<file path="config.mk">
export PLATFORM = sky130hd
export DESIGN_NAME = alu_pipe
export DESIGN_NICKNAME = d
export VERILOG_FILES = /design/src/rtl/alu_pkg.sv /design/src/rtl/alu_core.sv /design/src/rtl/alu_pipe.sv
export SDC_FILE = /design/constraint.sdc
export NUM_CORES = 1
export LEC_CHECK = 0
export ABC_CLOCK_PERIOD_IN_PS = 7020
export CORE_AREA = 2 2 132 134
export DETAILED_ROUTE_END_ITERATION = 7
export DIE_AREA = 0 0 134 136
export PLACE_DENSITY = 0.85
export SLEW_MARGIN = 25
export SYNTH_ARGS = -nofsm -noshare
export SYNTH_HDL_FRONTEND = slang
export SYNTH_SLANG_ARGS = --single-unit
export TNS_END_PERCENT = 20
</file>
<file path="constraint.sdc">
create_clock -name clk -period 7.02 [get_ports clk]
set_input_delay 1.404 -clock clk [delete_from_list [all_inputs] [get_ports clk]]
set_output_delay 1.404 -clock clk [all_outputs]
set_load 0.05 [all_outputs]
</file>
<file path="src/rtl/alu_pkg.sv">
// Shared opcode map and flag bundle for the two-stage ALU pipeline.
// Overflow/carry flags are only driven when built with ALU_OVF_EN.
package alu_pkg;

  localparam logic [2:0] ALU_NOP   = 3'b000;
  localparam logic [2:0] ALU_SUB   = 3'b001;
  localparam logic [2:0] ALU_NEG   = 3'b010;
  localparam logic [2:0] ALU_AND   = 3'b011;
  localparam logic [2:0] ALU_ADD   = 3'b100;
  localparam logic [2:0] ALU_OR    = 3'b101;
  localparam logic [2:0] ALU_XOR   = 3'b110;
  localparam logic [2:0] ALU_PASSA = 3'b111;

  typedef struct packed {
    logic z;
    logic n;
    logic v;
    logic c;
  } alu_flags_t;

  localparam alu_flags_t ALU_FLAGS_CLR = '0;

endpackage

</file>
<file path="src/rtl/alu_core.sv">
// Combinational ALU datapath: opcode/a/b -> result and Z/N flags.
// With ALU_OVF_EN the V/C flags are computed; otherwise they are tied low.
module alu_core
  import alu_pkg::*;
#(
  parameter int WIDTH = 32
) (
  input  logic [2:0]       opcode,
  input  logic [WIDTH-1:0] a,
  input  logic [WIDTH-1:0] b,
  output logic [WIDTH-1:0] result,
  output alu_flags_t       flags
);

`ifdef ALU_OVF_EN
  localparam int XW = WIDTH + 1;
`else
  localparam int XW = WIDTH;
`endif

  logic [XW-1:0]    sum;
  logic [XW-1:0]    diff;
  logic [WIDTH-1:0] neg;

  assign sum  = XW'(a) + XW'(b);
  assign diff = XW'(a) - XW'(b);
  assign neg  = {WIDTH{1'b0}} - a;

  always_comb begin
    result = '0;
    flags  = ALU_FLAGS_CLR;
    case (opcode)
      ALU_SUB:   result = diff[WIDTH-1:0];
      ALU_NEG:   result = neg;
      ALU_AND:   result = a & b;
      ALU_ADD:   result = sum[WIDTH-1:0];
      ALU_OR:    result = a | b;
      ALU_XOR:   result = a ^ b;
      ALU_PASSA: result = a;
      default:   result = '0;
    endcase
    flags.z = (result == '0);
    flags.n = result[WIDTH-1];
`ifdef ALU_OVF_EN
    // carry/borrow come from the extra top bit of the widened add/sub
    case (opcode)
      ALU_ADD: begin
        flags.c = sum[WIDTH];
        flags.v = (a[WIDTH-1] == b[WIDTH-1]) && (result[WIDTH-1] != a[WIDTH-1]);
      end
      ALU_SUB: begin
        flags.c = diff[WIDTH];
        flags.v = (a[WIDTH-1] != b[WIDTH-1]) && (result[WIDTH-1] != a[WIDTH-1]);
      end
      ALU_NEG: begin
        flags.c = |a;
        flags.v = a[WIDTH-1] && result[WIDTH-1];
      end
      default: begin
        flags.c = 1'b0;
        flags.v = 1'b0;
      end
    endcase
`endif
  end

endmodule

</file>
<file path="src/rtl/alu_pipe.sv">
// Two-stage pipelined ALU with valid/ready on both sides; NOPs re-emit the last result.
// Optional ALU_OVF_EN adds the V/C overflow/carry outputs.
module alu_pipe
  import alu_pkg::*;
#(
  parameter int WIDTH = 32
) (
  input  logic             clk,
  input  logic             rst,
  input  logic             in_valid,
  output logic             in_ready,
  input  logic [2:0]       opcode,
  input  logic [WIDTH-1:0] a,
  input  logic [WIDTH-1:0] b,
  output logic             out_valid,
  input  logic             out_ready,
  output logic [WIDTH-1:0] out,
  output logic             Z,
  output logic             N
`ifdef ALU_OVF_EN
  ,
  output logic             V,
  output logic             C
`endif
);

  logic             s1_valid;
  logic [2:0]       s1_op;
  logic [WIDTH-1:0] s1_a;
  logic [WIDTH-1:0] s1_b;
  logic             s2_valid;
  logic [WIDTH-1:0] res_q;
  alu_flags_t       flg_q;

  logic             s1_adv;
  logic             s2_adv;
  logic [WIDTH-1:0] core_res;
  alu_flags_t       core_flags;

  assign s2_adv   = !s2_valid || out_ready;
  assign s1_adv   = !s1_valid || s2_adv;
  assign in_ready = s1_adv;

  alu_core #(.WIDTH(WIDTH)) u_core (
    .opcode (s1_op),
    .a      (s1_a),
    .b      (s1_b),
    .result (core_res),
    .flags  (core_flags)
  );

  always_ff @(posedge clk or posedge rst) begin
    if (rst) begin
      s1_valid <= 1'b0;
      s1_op    <= ALU_NOP;
      s1_a     <= '0;
      s1_b     <= '0;
    end else if (s1_adv) begin
      s1_valid <= in_valid;
      if (in_valid) begin
        s1_op <= opcode;
        s1_a  <= a;
        s1_b  <= b;
      end
    end
  end

  // res_q/flg_q double as the last-result register: a NOP leaves them untouched
  always_ff @(posedge clk or posedge rst) begin
    if (rst) begin
      s2_valid <= 1'b0;
      res_q    <= '0;
      flg_q    <= ALU_FLAGS_CLR;
    end else if (s2_adv) begin
      s2_valid <= s1_valid;
      if (s1_valid && (s1_op != ALU_NOP)) begin
        res_q <= core_res;
        flg_q <= core_flags;
      end
    end
  end

  assign out_valid = s2_valid;
  assign out       = res_q;
  assign Z         = flg_q.z;
  assign N         = flg_q.n;

`ifdef ALU_OVF_EN
  assign V = flg_q.v;
  assign C = flg_q.c;
`else
  logic unused_ovf;
  assign unused_ovf = flg_q.v ^ flg_q.c;
`endif

endmodule

</file>
==> results of run 1 <==
==> placed cells by master (no fill, tap or decap), types with 22 or more instances in the layout <==
cell	n
clkdlybuf4s50_1	106
ha_1	102
dfrtp_1	101
mux2_2	82
inv_1	71
nand2_1	67
xnor2_1	61
o21ai_0	50
a21oi_1	49
nor2_1	47
mux2i_1	36
nor3_1	24
nand4_1	22
==> layout make-up <==
class,instances,area (µm²)
multi-input combinational,812,6330
clock inverter,5,40.0
inverter,74,280
timing repair buffer,120,1170
sequential,102,2550
fill,1415,5980
tap,225,282
clock buffer,11,243
==> critical path: cells and delay by family, from the launching register on <==
family / cells / cell delay (ns)
AOI/OAI and AO/OA: 6 / 1.87
and+or+nand+nor: 6 / 1.81
buffers and inverters: 3 / 0.68
adders and majority gates: 1 / 0.53
DFF: 1 / 0.37
xor gates and xnor gates: 1 / 0.13
==> per-stage QoR <==
| stage | cell area, µm² | power, mW | instances | setup slack, ns |
|---|---|---|---|---|
| 6_report | 10900 | 3.55 | 1349 | 1.53 |
| 5_1_grt | 10900 | 3.78 | 1349 | 1.29 |
| 4_1_cts | 10900 | 3.52 | 1349 | 1.70 |
| 3_5_place_dp | 10600 | 3.02 | 1333 | 1.74 |
| 3_3_place_gp | 10600 | 3.00 | 1333 | 1.77 |
| 2_1_floorplan | 9380 | 2.38 | 1046 | 1.89 |
==> power groups by stage <==
| stage | Sequential, mW | Combinational (mW) | Clock (mW) |
|---|---|---|---|
| floorplan | 1.17 | 1.21 | 0 |
| global placement | 0.894 | 2.10 | 0 |
| detailed placement | 0.904 | 2.11 | 0 |
| CTS | 0.892 | 2.13 | 0.501 |
| global route | 0.919 | 2.33 | 0.527 |
| finish | 0.897 | 2.16 | 0.493 |
==> cells by family (layout without fill, tap and decap cells) <==
group	count (synthesis)	count (layout)	synth area share [%]
compound gates	256	256	18.0
flops	102	102	27.2
buf+inv	132	210	5.35
fa+ha+maj	103	103	13.8
simple gates	261	261	14.7
mux	122	122	14.4
xor+xnor	70	70	6.54
==> worst max-delay path by stage <==
stage	startpoint	slack, ns	end	cells past startpoint
2_1_floorplan	s1_op[2]	1.89	Z	20
3_3_place_gp	s1_op[1]	1.77	Z	17
3_5_place_dp	s1_op[1]	1.74	Z	17
4_1_cts	s1_op[1]	1.70	Z	17
5_1_grt	s1_op[1]	1.29	Z	17
6_report	s1_op[1]	1.53	Z	17
==> per-layer routing <==
metal,vias to the layer above,track usage [%],wire (µm)
li1,3991,-,-
met2,465,43.4,11500
met1,4060,49.5,13300
met4,0,9.57,602
met5,-,0,0
met3,45,5.41,2860
==> flip-flops by register name, summed over array words and instances (netlist names) <==
signal and flops:
Z 1, out 32, out_valid 1, s1_a 32, s1_b 32, s1_op 3, s1_valid 1
==> flow_metrics.py, run 1 <==
metrics = {
    "status": {
        "status": "completed",
    },
    "yosys": {
        "synth_top_area_share_pct": 27.2,
        "synthTopCellsByCount": "102 x dfrtp_1, 102 x ha_1, 82 x mux2_2",
        "synth.yosys.seq_area_share_pct": 27.2,
        "async_reset_ff_share_pct": 100,
        "ys_types": 79,
        "ys_ff_latch": 102,
        "syn_inst": 1046,
        "syn_avg_cell_area_um2": 8.97,
        "yosysWarnings": 0,
        "synth_fp_nets": 1220,
        "synth-main-ff-cell": "dfrtp_1",
        "netlist_top_cells_area": "dfrtp_1 27%, ha_1 14%, mux2_2 9.8%",
        "syn-cell-area_um2": 9380,
        "synth_edf_count": 0,
        "yosys.area.top_type": "dfrtp_1",
    },
    "layout": {
        "drive_above_1_share_pct": 11.6,
        "nets": 1293,
        "fin_util_pct": 64.6,
        "diodes": 0,
        "area_growth_pct": 16.2,
    },
    "floorplanning": {
        "coreArea_um2": 16900,
        "io_pins": 107,
        "rows": 48,
        "die_h_um": 136,
        "start_util_pct": 55.6,
        "fp.dieArea_um2": 18200,
        "fp.dieW_um": 134,
    },
    "sta": {
        "layout_min_cycle_time_ns": 5.49,
        "timing.hold.ws_ns": 0.481,
        "rsz0062_at_grt": "no",
        "hold_viol": 0,
        "clock_skew_ns": 0.0176,
        "setup_viol": 0,
        "finalMaxSlewViolations": 0,
        "fin_tns_setup_ns": 0,
        "fmax_mhz": 182,
        "worst_slew_pin_slew_ns": 1.09,
        "finalCritPeriodShare_pct": 78.1,
        "relSlewSlack_pct": 26.7,
    },
    "drt": {
        "drt_first_pass_iters": 6,
        "vias": 8561,
        "ant_nets": 0,
        "wire_per_inst_um": 20.9,
        "route.detailed.drc": 0,
        "routed_wl_mm": 28.2,
        "drt_iter0_drc": 1056,
        "viasPerCell": 6.35,
    },
    "critical_path": {
        "critPathKind": "reg -> reg",
        "critPathLaunchType": "register",
        "worst_ep_required_time_ns": 7.32,
        "crit_chain": "buf_4 -> inv_2 -> buf_4 -> nand3_1 -> nand2_1 -> o21ai_0 -> fa_1 -> a21o_1 -> a221oi_2 -> xnor2_1 -> a221oi_1 -> o211ai_1 -> or4b_1 -> nor4_2 -> nand4_1 -> nor4_2 -> a32o_2",
        "crit_path_end_kind": "register",
        "r2r_cells": 17,
        "r2r_slack_ns": 1.53,
        "crit_fanout": 27,
        "cp.arrival_ns": 5.79,
        "regToRegEndpoint": "Z",
        "rr_startpoint": "s1_op[1]",
        "max_stage_delay_ns": 0.66,
        "cpMaxStageDelayCell": "a221oi_1",
    },
    "worst_hold_path": {
        "hold_path_class": "reg -> reg",
        "hold_depth": 2,
        "whs_endpoint": "out[20]",
        "hp-start": "out[20]",
    },
    "power_and_ir_drop": {
        "powerDensity_nw_per_um2": 326,
        "seqPwrFrac_pct": 25.3,
        "swShare_pct": 49.1,
        "internal_power_mw": 1.81,
        "leakage_nw": 4.67,
        "peakVddDrop_v": 0.000193,
        "pwr-share-clk_pct": 13.9,
        "p_sw_mw": 1.74,
        "comb_power_share_pct": 60.9,
    },
    "cts": {
        "cts_resized": 0,
        "clkTransAtPathRegs_ns": 0.07,
        "cts_root_buf": "clkbuf_16",
        "numCtsBuffers": 9,
        "cts_tree": "done",
        "worstSkewPairLatency_ns": 0.37,
        "htreeDepth": 3,
        "post-cts-setup-buffers": 0,
        "clock-sinks": 102,
        "clock_path_buffers": 2,
        "hold_buffers": 0,
    },
    "placement": {
        "io_buffer_count": 106,
        "routabilityCongestion": 0.967,
        "dpl.hpwl_mm": 21.4,
    },
    "global_routing": {
        "grtUsageTotal_pct": 31.5,
        "grt.overflow.total": 0,
        "grt_start_max_net_pins": 68,
        "grt_pass1_vias": 7905,
        "grt_pass1_wl_mm": 44.5,
        "antenna_found_initial": 0,
    },
    "run": {
        "maxCapViolCount": 0,
    },
}
(Power assumes the default switching activity.)
==> run 2, diff against run 1 <==
ABC_CLOCK_PERIOD_IN_PS = 4900   (was 7020)
CORE_AREA = 2 2 137 139   (was 2 2 132 134)
DIE_AREA = 0 0 139 141   (was 0 0 134 136)
PLACE_DENSITY = 0.83   (was 0.85)
clock period = 4.9 ns   (was 7.02 ns; I/O delays follow)
==> run 2 against run 1 <==
  * Count of clock-buffer cells in the layout is 1 higher
  * Clock power is 63% higher
  * Fmax up 18%
  * Final area grew 1.9%
  * Critical path type unchanged
  * Sequential cell count unchanged
  * Largest power group unchanged
  * Register-to-register slack lost 1.3 ns
  * Critical path depth stayed put
  * Non-clock buffer count grew 12
==> flow_metrics.py, run 2 (synthesis results as in run 1) <==
metrics = {
    "critical_path": {
        "cp.arrival_ns": 4.93,
        "crit_path_end_kind": "register",
        "crit_fanout": 5,
        "cp-endpoint": "Z",
        "rr_startpoint": "s1_b[3]",
        "r2r_cells": 17,
        "worst_ep_required_time_ns": 5.20,
        "cpMaxStageDelayCell": "or4_1",
        "regToRegEndpoint": "Z",
        "max_stage_delay_ns": 0.64,
        "r2r_slack_ns": 0.27,
        "critPathLaunch": "s1_b[3]",
        "crit_chain": "or4_1 -> nor4_2 -> buf_4 -> and2_1 -> a21oi_1 -> xnor2_1 -> ha_1 -> a21oi_1 -> o21ai_0 -> o21bai_1 -> a21oi_1 -> a311o_1 -> or3_1 -> nor4_2 -> nand4_1 -> nor4_2 -> a32o_2",
        "critPathLaunchType": "register",
        "critPathKind": "reg -> reg",
    },
    "layout": {
        "layout.cell_area.non_filler_um2": 11100,
        "nets": 1305,
        "drive_above_1_share_pct": 13.3,
        "diodes": 0,
        "layout_common_cells": "106 x clkdlybuf4s50_1, 101 x dfrtp_1, 101 x ha_1",
        "area_growth_pct": 18.3,
        "final_common_cell": "clkdlybuf4s50_1",
    },
    "sta": {
        "hold_viol": 0,
        "layout_min_cycle_time_ns": 4.63,
        "relSlewSlack_pct": 39.8,
        "timing.hold.ws_ns": 0.481,
        "worst_slew_pin_slew_ns": 0.894,
        "finalCritPeriodShare_pct": 94.6,
        "clock_skew_ns": 0.0118,
        "finalMaxSlewViolations": 0,
        "fin_tns_setup_ns": 0,
        "setup_viol": 0,
        "fmax_mhz": 216,
    },
    "global_routing": {
        "grt_pass1_vias": 8232,
        "grt.overflow.total": 0,
        "grtUsageTotal_pct": 27.7,
        "antenna_found_initial": 0,
        "grt_pass1_wl_mm": 43.9,
        "grt_start_max_net_pins": 84,
    },
    "placement": {
        "routabilityCongestion": 1.04,
        "io_buffer_count": 106,
        "dpl.hpwl_mm": 20.7,
        "dpl-instance-area_um2": 10700,
    },
    "drt": {
        "drt_first_pass_iters": 5,
        "drt_iter0_drc": 963,
        "routed_wl_mm": 27.0,
        "ant_nets": 0,
        "viasPerCell": 6.27,
        "vias": 8586,
        "route.detailed.drc": 0,
        "wire_per_inst_um": 19.7,
    },
    "cts": {
        "clock-sinks": 102,
        "post-cts-setup-buffers": 0,
        "hold_buffers": 0,
        "cts_root_buf": "clkbuf_16",
        "worstSkewPairLatency_ns": 0.36,
        "numCtsBuffers": 9,
        "cts_resized": 0,
        "htreeDepth": 3,
        "cts_tree": "done",
        "clkTransAtPathRegs_ns": 0.07,
        "clock_path_buffers": 2,
    },
    "status": {
        "status": "completed",
    },
    "power_and_ir_drop": {
        "peakVddDrop_v": 0.000287,
        "powerDensity_nw_per_um2": 471,
        "leakage_nw": 4.77,
        "p_total_mw": 5.23,
    },
    "floorplanning": {
        "rows": 50,
        "fp.dieW_um": 139,
        "io_pins": 107,
        "fp.dieArea_um2": 19600,
        "coreArea_um2": 18300,
        "start_util_pct": 51.4,
        "die_h_um": 141,
    },
    "run": {
        "maxCapViolCount": 0,
    },
    "worst_hold_path": {
        "hold_path_class": "reg -> reg",
    },
}
==> run 2: changes by cell type in the layout (fill, tap and decap cells not counted), moves of 2 or more <==
cell	previous run	this run
buf_4	14	26
a21oi_1	49	46
a21oi_2	0	3
clkinvlp_4	3	0
bufinv_16	0	2
nor4_1	14	12
nor4_2	3	5
==> run 2: critical path, delay by kind of cell (launching register included) <==
family          cells  cell delay, ns
compound gates      7            1.29
xor+xnor            1            0.25
buf+inv             1            0.17
flops               1            0.43
simple gates        7            2.12
fa+ha+maj           1            0.31
==> run 2: power by group <==
| part | switching (mW) | leakage (nW) | total [mW] | internal, mW |
|---|---|---|---|---|
| clock network | 0.326 | 0.164 | 0.806 | 0.480 |
| registers | 0.244 | 1.22 | 1.29 | 1.05 |
| logic | 1.90 | 3.39 | 3.13 | 1.23 |
==> run 2: cell type report <==
class / count / area [µm²]
Clock buffer: 12 / 256
Clock inverter: 4 / 77.6
Fill cell: 1552 / 7170
Inverter: 74 / 283
Multi-Input combinational cell: 812 / 6380
Sequential cell: 102 / 2550
Tap cell: 234 / 293
Timing Repair Buffer: 132 / 1260
==> run 2: how the worst min path moves through the flow <==
stage | start | to | slack [ns] | depth (start not counted)
2_1_floorplan | s1_valid | out_valid | 0.46 | 1
3_3_place_gp | out[0] | out[0] | 0.46 | 2
3_5_place_dp | out[27] | out[27] | 0.47 | 2
4_1_cts | out[27] | out[27] | 0.49 | 2
5_1_grt | out[14] | out[14] | 0.51 | 2
6_report | out[18] | out[18] | 0.48 | 2
==> run 2: layer usage <==
layer / vias up / part of all wire [%] / track usage, %
li1: 4018 / - / -
met1: 4068 / 45 / 40.2
met2: 453 / 42 / 39.9
met3: 47 / 11 / 8.49
met4: 0 / 1.8 / 8.13
met5: - / 0 / 0
==> run 2: per-stage QoR <==
step / worst slack, ns / instances / utilization (%)
floorplan: 0.0608 / 1046 / -
global placement: 0.148 / 1354 / 58.6
detailed placement: 0.120 / 1354 / 58.6
CTS: 0.0848 / 1370 / 60.5
global route: -0.0531 / 1370 / 60.8
finish: 0.265 / 1370 / 60.8
==> run 3, diff against run 2 <==
ABC_CLOCK_PERIOD_IN_PS = default   (was 4900)
SLEW_MARGIN = 20   (was 25)
==> results of run 3 <==
The final DEF is identical to that of run 2; final timing and power are the same.
